[config.mk]
export PLATFORM = sky130hd
export DESIGN_NAME = alu_exec_mc_flat
export DESIGN_NICKNAME = d
export VERILOG_FILES = /design/src/rtl/alu_exec_mc_if.sv /design/src/rtl/alu_exec_mc.sv /design/src/flat_wrapper.sv
export SDC_FILE = /design/constraint.sdc
export NUM_CORES = 1
export LEC_CHECK = 0
export ABC_AREA = 1
export BUFFER_PORTS_ARGS = -buffer_cell sky130_fd_sc_hd__buf_4
export CAP_MARGIN = 10
export CORE_ASPECT_RATIO = 1.4
export CORE_UTILIZATION = 65
export DETAILED_ROUTE_END_ITERATION = 16
export GPL_TIMING_DRIVEN = 0
export HOLD_SLACK_MARGIN = 0.15
export MAX_ROUTING_LAYER = met4
export PLACE_DENSITY = 0.94
export SLEW_MARGIN = 20
export SYNTH_ARGS = -nofsm -noshare
export SYNTH_HDL_FRONTEND = slang
export SYNTH_SLANG_ARGS = --single-unit
[constraint.sdc]
create_clock -name clk -period 3.2 [get_ports clk]
set_input_delay 0.32 -clock clk [delete_from_list [all_inputs] [get_ports clk]]
set_output_delay 0.32 -clock clk [all_outputs]
set_load 0.01 [all_outputs]
[src/rtl/alu_exec_mc_if.sv]
// alu_exec_mc_if: request/response handshake bundle for alu_exec_mc
interface alu_exec_mc_if #(
  parameter int N = 64
);
  logic in_valid;
  logic in_ready;
  logic [1:0] aluop;
  logic [10:0] funct;
  logic [N-1:0] a;
  logic [N-1:0] b;
  logic out_valid;
  logic out_ready;
  logic [N-1:0] result;
  logic zero;
  modport master (
    output in_valid, aluop, funct, a, b, out_ready,
    input in_ready, out_valid, result, zero
  );
  modport slave (
    input in_valid, aluop, funct, a, b, out_ready,
    output in_ready, out_valid, result, zero
  );
endinterface

[src/rtl/alu_exec_mc.sv]
// alu_exec_mc: multi-cycle LEGv8 ALU (IDLE/EXEC/DONE) with valid/ready handshake; MUL built only when ALU_MUL_EN is defined
module alu_exec_mc #(
  parameter int N = 64
) (
  input logic clk,
  input logic reset,
  alu_exec_mc_if.slave bus
);
`ifdef ALU_MUL_EN
  localparam int CW = $clog2(N + 1);
`else
  localparam int CW = 2;
`endif
  typedef enum logic [1:0] {IDLE, EXEC, DONE} state_e;
  typedef enum logic [2:0] {OP_ADD, OP_SUB, OP_AND, OP_ORR, OP_PASS, OP_MOVZ, OP_MUL, OP_UNK} op_e;
  state_e state_q, state_d;
  op_e op;
  logic [N-1:0] res_q, res_d, alu;
  logic [CW-1:0] cnt_q, cnt_d;
  logic [1:0] hw;
`ifdef ALU_MUL_EN
  logic [N-1:0] mcand_q, mcand_d, mplier_q, mplier_d;
  logic mul_q, mul_d;
`endif
  assign hw = bus.funct[1:0];
  assign bus.in_ready = state_q == IDLE;
  assign bus.out_valid = state_q == DONE;
  assign bus.result = res_q;
  assign bus.zero = res_q == '0;
  // decode the main-decoder class and funct field into one operation
  always_comb begin
    op = OP_UNK;
    if (bus.aluop == 2'b00) op = OP_ADD;
    else if (bus.aluop == 2'b01) op = OP_PASS;
    else if (bus.aluop == 2'b10) begin
      if (bus.funct == 11'b10001011000) op = OP_ADD;
      else if (bus.funct == 11'b11001011000) op = OP_SUB;
      else if (bus.funct == 11'b10001010000) op = OP_AND;
      else if (bus.funct == 11'b10101010000) op = OP_ORR;
`ifdef ALU_MUL_EN
      else if (bus.funct == 11'b10011011000) op = OP_MUL;
`endif
    end else begin
      if (bus.funct[10:1] == 10'b1001000100) op = OP_ADD;
      else if (bus.funct[10:1] == 10'b1101000100) op = OP_SUB;
      else if (bus.funct[10:1] == 10'b1001001000) op = OP_AND;
      else if (bus.funct[10:1] == 10'b1011001000) op = OP_ORR;
      else if (bus.funct[10:2] == 9'b110100101) op = OP_MOVZ;
    end
  end
  // single-step result; MOVZ starts from B, MUL accumulator starts from 0
  always_comb begin
    alu = op == OP_ADD ? bus.a + bus.b :
          op == OP_SUB ? bus.a - bus.b :
          op == OP_AND ? bus.a & bus.b :
          op == OP_ORR ? bus.a | bus.b :
          op == OP_PASS || op == OP_MOVZ ? bus.b : '0;
  end
  // next state: accept in IDLE, iterate in EXEC, hold result in DONE until taken
  always_comb begin
    state_d = state_q;
    res_d = res_q;
    cnt_d = cnt_q;
`ifdef ALU_MUL_EN
    mcand_d = mcand_q;
    mplier_d = mplier_q;
    mul_d = mul_q;
`endif
    case (state_q)
      IDLE: if (bus.in_valid) begin
        res_d = alu;
        state_d = DONE;
        if (op == OP_MOVZ && hw != 2'd0) begin
          state_d = EXEC;
          cnt_d = CW'(hw);
        end
`ifdef ALU_MUL_EN
        mul_d = op == OP_MUL;
        mcand_d = bus.a;
        mplier_d = bus.b;
        if (op == OP_MUL) begin
          state_d = EXEC;
          cnt_d = CW'(N);
        end
`endif
      end
      EXEC: begin
`ifdef ALU_MUL_EN
        res_d = mul_q ? res_q + (mplier_q[0] ? mcand_q : '0) : res_q << 16;
        mcand_d = mcand_q << 1;
        mplier_d = mplier_q >> 1;
`else
        res_d = res_q << 16;
`endif
        cnt_d = cnt_q - 1'b1;
        if (cnt_q == CW'(1)) state_d = DONE;
      end
      DONE: if (bus.out_ready) state_d = IDLE;
      default: state_d = IDLE;
    endcase
  end
  // state registers; reset discards any in-flight operation
  always_ff @(posedge clk) begin
    if (!reset) begin
      state_q <= IDLE;
      res_q <= '0;
      cnt_q <= '0;
`ifdef ALU_MUL_EN
      mcand_q <= '0;
      mplier_q <= '0;
      mul_q <= 1'b0;
`endif
    end else begin
      state_q <= state_d;
      res_q <= res_d;
      cnt_q <= cnt_d;
`ifdef ALU_MUL_EN
      mcand_q <= mcand_d;
      mplier_q <= mplier_d;
      mul_q <= mul_d;
`endif
    end
  end
endmodule

[src/flat_wrapper.sv]
// flat-port wrapper written by rule: the top's interface ports become plain ports
module alu_exec_mc_flat 
#(
  parameter int N = 64
)
  (clk, reset, bus_in_valid, bus_aluop, bus_funct, bus_a, bus_b, bus_out_ready, bus_in_ready, bus_out_valid, bus_result, bus_zero);
  alu_exec_mc_if #(.N(N)) bus_i ();
  input logic clk;
  input logic reset;
  input wire logic [$bits(bus_i.in_valid)-1:0] bus_in_valid;
  input wire logic [$bits(bus_i.aluop)-1:0] bus_aluop;
  input wire logic [$bits(bus_i.funct)-1:0] bus_funct;
  input wire logic [$bits(bus_i.a)-1:0] bus_a;
  input wire logic [$bits(bus_i.b)-1:0] bus_b;
  input wire logic [$bits(bus_i.out_ready)-1:0] bus_out_ready;
  output wire logic [$bits(bus_i.in_ready)-1:0] bus_in_ready;
  output wire logic [$bits(bus_i.out_valid)-1:0] bus_out_valid;
  output wire logic [$bits(bus_i.result)-1:0] bus_result;
  output wire logic [$bits(bus_i.zero)-1:0] bus_zero;
  assign bus_i.in_valid = bus_in_valid;
  assign bus_i.aluop = bus_aluop;
  assign bus_i.funct = bus_funct;
  assign bus_i.a = bus_a;
  assign bus_i.b = bus_b;
  assign bus_i.out_ready = bus_out_ready;
  assign bus_in_ready = bus_i.in_ready;
  assign bus_out_valid = bus_i.out_valid;
  assign bus_result = bus_i.result;
  assign bus_zero = bus_i.zero;
  alu_exec_mc #(.N(N)) u_core (.clk(clk), .reset(reset), .bus(bus_i));
endmodule
==> summary.md, run 1 <==
| Metric | Value |
|---|---|
| Stop stage | global routing (5_1_grt) |
| H-tree lvl count | 3 |
| DPL Wire Length | 73800 um |
| Worst slack at placement | -179 ps |
| Register area share after synthesis | under 10% |
| DP Area | 0.0207 mm^2 |
| Clock Path Buffers | 2 |
| Die Wd | 145 um |
| Clk sink count | 68 |
| Clock buffer count from CTS | 9 |
| Starting Density | 65.8% |
| Rows | 73 |
| Clk root buf | clkbuf_16 |
| EDFF count, synth | 0 |
| Synthesized flop and latch total | slightly below 70 |
| Synth unique cells | 47 |
| Dpl cells | ~4300 |
| Gr ovfl total | 123 |
| Synth Flop Type | dfxtp_1 |
| Die height | 202 um |
| # IOs | 212 |
| Tot GR Track Use | 71.2% |
| Mapped Area | 0.0186 mm^2 |
| First-pass GRT wire length | ~150000 um |
| Post-CTS setup buffer count | 0 |
| Largest area contributor in the netlist | nand2_1 |
| Stop err | [ERROR GRT-0116] Global routing finished with congestion. Check the congestion regions in the DRC Viewer. |
| Post-Syn Nets | 4090 |
| # hold bufs at CTS | 0 |
| CTS resizes | 0 |
| IO buf count | roughly 210 |
| Synth area leaders | nand2_1, inv_1, ha_1 |
| Syn Inst Count | 3751 |
| GP Congestion | 1.27 |
| Number of global-route vias before repair | 25900 |
| Ys Warns | 0 |
| Status | stopped before the end |
| Share of the synthesized area in the top cell type | 29.0% |
| Asr flop ratio synth | 0% |
| Largest net degree at the start of global routing | 14 |
| Mean Syn Cell Area | 4.97 um^2 |
[synthesized netlist by cell type (2+ instances only)]
library cell,number
nor2_2,4
a211oi_1,2
and3_1,8
o21ai_1,9
nor4_1,20
o2111ai_1,2
buf_6,12
or2_2,5
nor2_8,2
inv_2,11
clkbuf_1,25
nand2_1,1438
nand4_1,54
a22oi_1,20
nor2_4,4
nor3_1,34
o22ai_1,4
buf_4,12
xor2_1,37
inv_1,816
a21oi_1,188
and2_1,2
nand3_1,242
ha_1,192
or2_0,2
o21bai_1,13
nor2_1,355
o21ai_0,69
buf_2,62
nand3b_1,10
fa_1,2
nand3_2,2
dfxtp_1,68
nand2_8,3
nand2_4,5
o211ai_1,5
nand2_2,2
[per-stage QoR]
step	util (%)	TNS, ps
after floorplan	-	0
after global placement	73.1	-341
after detailed placement	73.1	-447
after CTS	74.1	0
[metal layers]
layer	track usage, %	GRT overflow
met1	69.5	1
met2	95.5	73
met3	37.1	1
met4	79.5	48
met5	-	-
[cell families after synthesis]
group | Yosys count | synth area share [%]
fa+ha+maj | 194 | 13.1
compound gates | 313 | 9.02
xor+xnor | 37 | 1.74
flops | 68 | 7.30
buf+inv | 944 | 20.2
simple gates | 2195 | 48.6
==> run 2: changes to the inputs <==
- CORE_ASPECT_RATIO: 1.4 -> unset
- CORE_UTILIZATION: 65 -> 40
- HOLD_SLACK_MARGIN: 0.15 -> unset
- MAX_ROUTING_LAYER: met4 -> unset
- PLACE_DENSITY: 0.94 -> unset
- PLACE_DENSITY_LB_ADDON: unset -> 0.15
==> summary.md, run 2 <==
| Metric | Value |
|---|---|
| Clock Latency Late Sink | 350 ps |
| Commonest non-fill, non-tap cell in the layout | nand2_1 |
| Die area | roughly 0.047 mm^2 |
| Ant diodes | 0 |
| Combinational power share | roughly two thirds |
| Largest area contributor in the netlist | nand2_1 |
| Seq pwr share | between 10% and 20% |
| Die Wd | 218 um |
| Clk network pwr share | 17.3% |
| Clock-pin slew on the worst setup and hold paths | 60 ps |
| Synth-to-Final Area Change | 14.2% |
| Max-slew violations | 0 |
| Layout fillers | roughly 5300 |
| Synth area leaders | nand2_1, inv_1, ha_1 |
| DRT antenna net count | 0 |
| Synth unique cells | 47 |
| Max-cap violations | 0 |
| H-tree lvl count | 3 |
| Largest net degree at the start of global routing | 12 |
| CTS tree | done |
| Status | finished, violations left |
| Final worst path period need | about 3200 ps |
| GP Congestion | 1.03 |
| Final WS setup | -22.4 ps |
| Startpoint class of the critical path | input port |
| DPL Wire Length | 82400 um |
| Sw Ratio | 54.4% |
| Tot GR Track Use | 39.8% |
| Number of global-route vias before repair | 20900 |
| Syn Inst Count | 3751 |
| Rows | 78 |
| Initial antenna violation count | 2 |
| P_int | 2710 uW |
| Mean Syn Cell Area | 4.97 um^2 |
| Asr flop ratio synth | 0% |
| DRC | 0 |
| Clock buffer count from CTS | 9 |
| FMAX | roughly 310 MHz |
| Mapped Area | about 0.019 mm^2 |
| Clk sink count | between 60 and 70 |
| Critical Path RT | 3410 ps |
| Final setup fails | 2 |
| Clock Path Buffers | 2 |
| Worst reg-to-reg path cell count | 7 |
| Nets@finish | 4311 |
| Slew headroom | approximately 22% |
| Worst Hold Class | in -> reg |
| Met2 Track Usage GR | 58.6% |
| Leak | 0.0129 uW |
| Synth Flop Type | dfxtp_1 |
| Via count | 23900 |
| Ys Warns | 0 |
| Core area | 0.0457 mm^2 |
| IO buf count | 211 |
| Register area share after synthesis | 7.30% |
| Top Usage Layer GRT | met2 |
| WP data arrival | about 3400 ps |
| Post-synth top cells | nand2_1, inv_1, nor2_1 |
| Top-count cell post-synth | nand2_1 |
| CP Capture Type | flop |
| WHS | 258 ps |
| Worst Path Max Fanout | 10 |
| Failing checks | negative setup slack |
| # hold bufs at CTS | 0 |
| Clk root buf | clkbuf_16 |
| Synthesized flop and latch total | slightly below 70 |
| Met3 usage | under 10% |
| Final core occ | 46.6% |
| Max reg flops | 64 |
| RSZ-0062 raised after global routing | no |
| Layout cell share with drive strength beyond 1 | 9.05% |
| Drt pass-1 iters | 8 |
| Gr ovfl total | 0 |
| Die height | 218 um |
| PD cells | 279 mW/mm^2 |
| Met1 usage | between 50 and 60% |
| # IOs | 212 |
| First-pass GRT wire length | 137000 um |
| Psw | 3230 uW |
| Starting Density | 40.8% |
| Worst-Margin Slew | 1170 ps |
| Initial DRC count | ~3200 |
| PnR Total Power | 5940 uW |
| Post-Route WL | 96600 um |
| Most frequent cells in the layout | nand2_1, inv_1, nor2_1 |
| Clk_skew | 5.45 ps |
| Drt via density | 5.22 |
| Share of the synthesized area in the top cell type | around 29% |
| Hold path depth | 3 |
| Final hold violations | 0 |
| Crit Path Class | in -> reg |
| WL per Instance | 21.1 um |
| Final period util | 101% |
| Post-Syn Nets | 4090 |
| Max VDD drop | 0.000488 V |
| EDFF count, synth | 0 |
-- run 2: cell counts after synthesis --
No cell type changed its count.
-- run 2: kinds of logic after synthesis --
kind of cell	after synthesis	share of synthesized area (%)
XOR/XNOR	37	1.74
AND/OR/NAND/NOR	2195	48.6
buffers and inverters	944	20.2
flip-flops	68	7.30
adder cells (fa/ha/maj)	194	13.1
AO/OA/AOI/OAI	313	9.02
-- run 2: final cells by class --
class | count | area, um^2 | area share [%]
buffer | 113 | 643 | 3.02
clock buffer | 12 | 256 | 1.20
clock inverter | 4 | 47.5 | 0.223
inverter | 830 | 3120 | 14.7
multi-input combinational | 2739 | 13500 | 63.5
sequential | 68 | 1360 | 6.39
tap | 600 | 751 | 3.53
timing repair buffer | 211 | 1580 | 7.44
-- run 2: power groups by stage --
stage / Combinational [uW] / Sequential (uW) / Clock (uW)
6_report: 3850 / 1060 / 1030
5_1_grt: 4130 / 1070 / 1070
4_1_cts: 3700 / 1060 / 1040
3_5_place_dp: 3690 / 1080 / 0
3_3_place_gp: 3690 / 1080 / 0
2_1_floorplan: 2160 / 1060 / 0
-- run 2: through the flow --
step	std cells	area (um^2)	setup slack (ps)	TNS, ps
2_1_floorplan	3751	18600	1010	0
3_3_place_gp	4562	21000	-456	-3390
3_5_place_dp	4562	21000	-425	-2830
4_1_cts	4578	21300	47.4	0
5_1_grt	4577	21300	6.25	0
6_report	4577	21300	-22.4	-33.5
-- run 2: final timing paths --
kind | from | end | slack, ps
max | bus_funct[8] | u_core.bus.result[37] | -20
min | reset | u_core.bus.result[41] | 260
max reg2reg | u_core.state_q[1] | u_core.bus.result[54] | 40
min reg2reg | u_core.cnt_q[1] | u_core.cnt_q[1] | 480
-- run 2: worst max-delay path, cell delays in order --
cell	delay, ps
buf_4	110
inv_1	90
nand2_1	60
nor2_1	150
nand3_2	120
nand2_1	100
nand2_2	60
nand2_4	140
nor2_2	60
inv_1	540
buf_2	460
nor2_1	80
nor3_1	620
nand3_1	270
nand3_1	150
a21oi_1	70
-- run 2: repair_timing --
| item | CTS | global route |
|---|---|---|
| setup endpoints to repair | 1 | 7 |
| buffers inserted | 0 | 0 |
| gates resized for setup | 1 | 4 |
| endpoints found under the hold margin | 0 | 0 |
| pin swaps | 1 | 1 |
-- run 2: per-layer routing --
layer | part of all wire [%] | up-vias
met5 | 0.013 | -
li1 | - | 11700
met3 | 12 | 141
met4 | 3.6 | 2
met1 | 44 | 10800
met2 | 40 | 1253
Power figures use the tool's default switching activity.
==> run 3: changes to the inputs <==
- CORE_UTILIZATION: 40 -> 44
==> summary.md, run 3 (synthesized netlist as in run 2, its figures left out) <==
| Metric | Value |
|---|---|
| Status | complete, no violations |
| Seq pwr share | 17.6% |
| Die Wd | 208 um |
| WL per Instance | approximately 21 um |
| Final setup fails | 0 |
| Post-CTS setup buffer count | 0 |
| Clk network pwr share | a little under a fifth |
| CP max stage cell | nor2_1 |
| Clock-pin slew on the worst setup and hold paths | 60 ps |
| DRT antenna net count | 0 |
| Core area | 0.0419 mm^2 |
| Max reg flops | 64 |
| Critical-path cell list | nor2_1 -> inv_1 -> nor2_1 -> clkbuf_1 -> nand3_1 -> a21oi_1 |
| H-tree lvl count | 3 |
| Die area | 0.0432 mm^2 |
| Worst path most repeated cell | nor2_1 |
| Startpoint class of the critical path | flop |
| Leak | between 0.01 and 0.015 uW |
| Synth-to-Final Area Change | 14.2% |
| Final hold violations | 0 |
| Tot GR Track Use | 42.5% |
| Combinational power share | 63.2% |
| Starting Density | 44.5% |
| Sequential cell area | 0.00136 mm^2 |
| Max-cap violations | 0 |
| Largest net degree at the start of global routing | 13 |
| Rows | 75 |
| Sw Ratio | 52.9% |
| Layout fillers | ~4900 |
| First-pass GRT wire length | 136000 um |
| Layout cell share with drive strength beyond 1 | 9.20% |
| Max-slew violations | 0 |
| Final core occ | 50.8% |
| Critical Path RT | 3460 ps |
| Via count | 24000 |
| PnR Total Power | 6060 uW |
| Clk_skew | 9.43 ps |
| WP data arrival | 3410 ps |
| Initial antenna violation count | 2 |
| Nets@finish | 4312 |
| Post-Layout Cell Count | 4518 |
| Clock Path Buffers | 2 |
| Max VDD drop | 0.000270 V |
| Dpl cells | 4501 |
| CP Capture Type | flop |
| Final worst path period need | between 3000 and 4000 ps |
| Area occupied by multi-input gates | between 0.01 and 0.015 mm^2 |
| Final period util | 98.6% |
| Drt pass-1 iters | 7 |
| Clk sink count | between 60 and 70 |
| FMAX | 317 MHz |
| Clock Latency Late Sink | between 300 and 400 ps |
| Clk root buf | clkbuf_16 |
| Psw | 3200 uW |
| Crit Path Class | reg -> reg |
| GP Congestion | roughly 1.1 |
| PD cells | 285 mW/mm^2 |
| Setup TNS | 0 ps |
| P_int | 2850 uW |
| Worst stage delay on the critical path | 820 ps |
| Slew headroom | 24.6% |
| Most frequent cells in the layout | nand2_1, inv_1, nor2_1 |
| Worst Path Max Fanout | 10 |
| Drt via density | 5.31 |
| Worst Hold Class | in -> reg |
| Commonest non-fill, non-tap cell in the layout | nand2_1 |
| Buf/Inv on CP | 2 |
| IO buf count | ~210 |
| # IOs | 212 |
| Die height | 208 um |
| Initial DRC count | 3241 |
| Top cell family by delay on the critical path | simple AND/OR/NAND/NOR gates |
| Post-Route WL | 93800 um |
| Gr ovfl total | 0 |
| Number of global-route vias before repair | 21600 |
| CTS tree | done |
| Worst-Margin Slew | approximately 1100 ps |
| DRC | 0 |
| RSZ-0062 raised after global routing | no |
| Clock buffer count from CTS | 9 |
| DPL Wire Length | between 80000 and 90000 um |
run 3: routing by layer:
layer,part of all wire (%),track usage [%],vias to the layer above
li1,-,-,11700
met1,43,59.4,10700
met2,41,63.8,1393
met3,12,8.50,174
met4,4.2,16.1,0
met5,0,0,-
run 3: worst reg2reg max path: stages, from the launching register on:
cell      delay [ps]
dfxtp_1          330
nor2_1           250
inv_1             90
nor2_1           820
clkbuf_1         800
nand3_1          530
a21oi_1          260
run 3: area by class of cell:
| cell class | count | share of cell area (%) |
|---|---|---|
| antenna | 1 | 0.0118 |
| buffer | 114 | 3.04 |
| clock buffer | 10 | 1.12 |
| clock inverter | 6 | 0.523 |
| inverter | 830 | 14.7 |
| multi-input combinational | 2739 | 63.6 |
| sequential | 68 | 6.40 |
| tap | 539 | 3.17 |
| timing repair buffer | 211 | 7.44 |
run 3: worst paths after layout:
path	slack, ps	cells after the start	to	start
worst max-delay path	50	6	u_core.bus.result[24]	u_core.state_q[0]
worst min-delay path	280	3	u_core.bus.result[35]	reset
worst max register to register	50	6	u_core.bus.result[24]	u_core.state_q[0]
worst min register to register	480	2	u_core.cnt_q[1]	u_core.cnt_q[1]
run 3: timing repair:
action                                  in CTS  in global routing
hold buffers                                 0                  0
endpoints found under the setup margin       0                 13
resized for setup                            0                 11
run 3: through the flow:
step	instance area [um^2]	worst slack, ps	hold slack, ps
after floorplan	18600	1010	443
after global placement	20900	-317	464
after detailed placement	20900	-309	473
after CTS	21200	25.9	272
after global routing	21300	18.0	298
final	21300	45.2	276
run 3: power by group through the flow:
stage,Sequential [uW],Combinational (uW),Clock (uW)
3_3_place_gp,1080,3640,0
2_1_floorplan,1060,2160,0
3_5_place_dp,1080,3660,0
6_report,1070,3830,1160
5_1_grt,1070,4120,1190
4_1_cts,1060,3670,1160
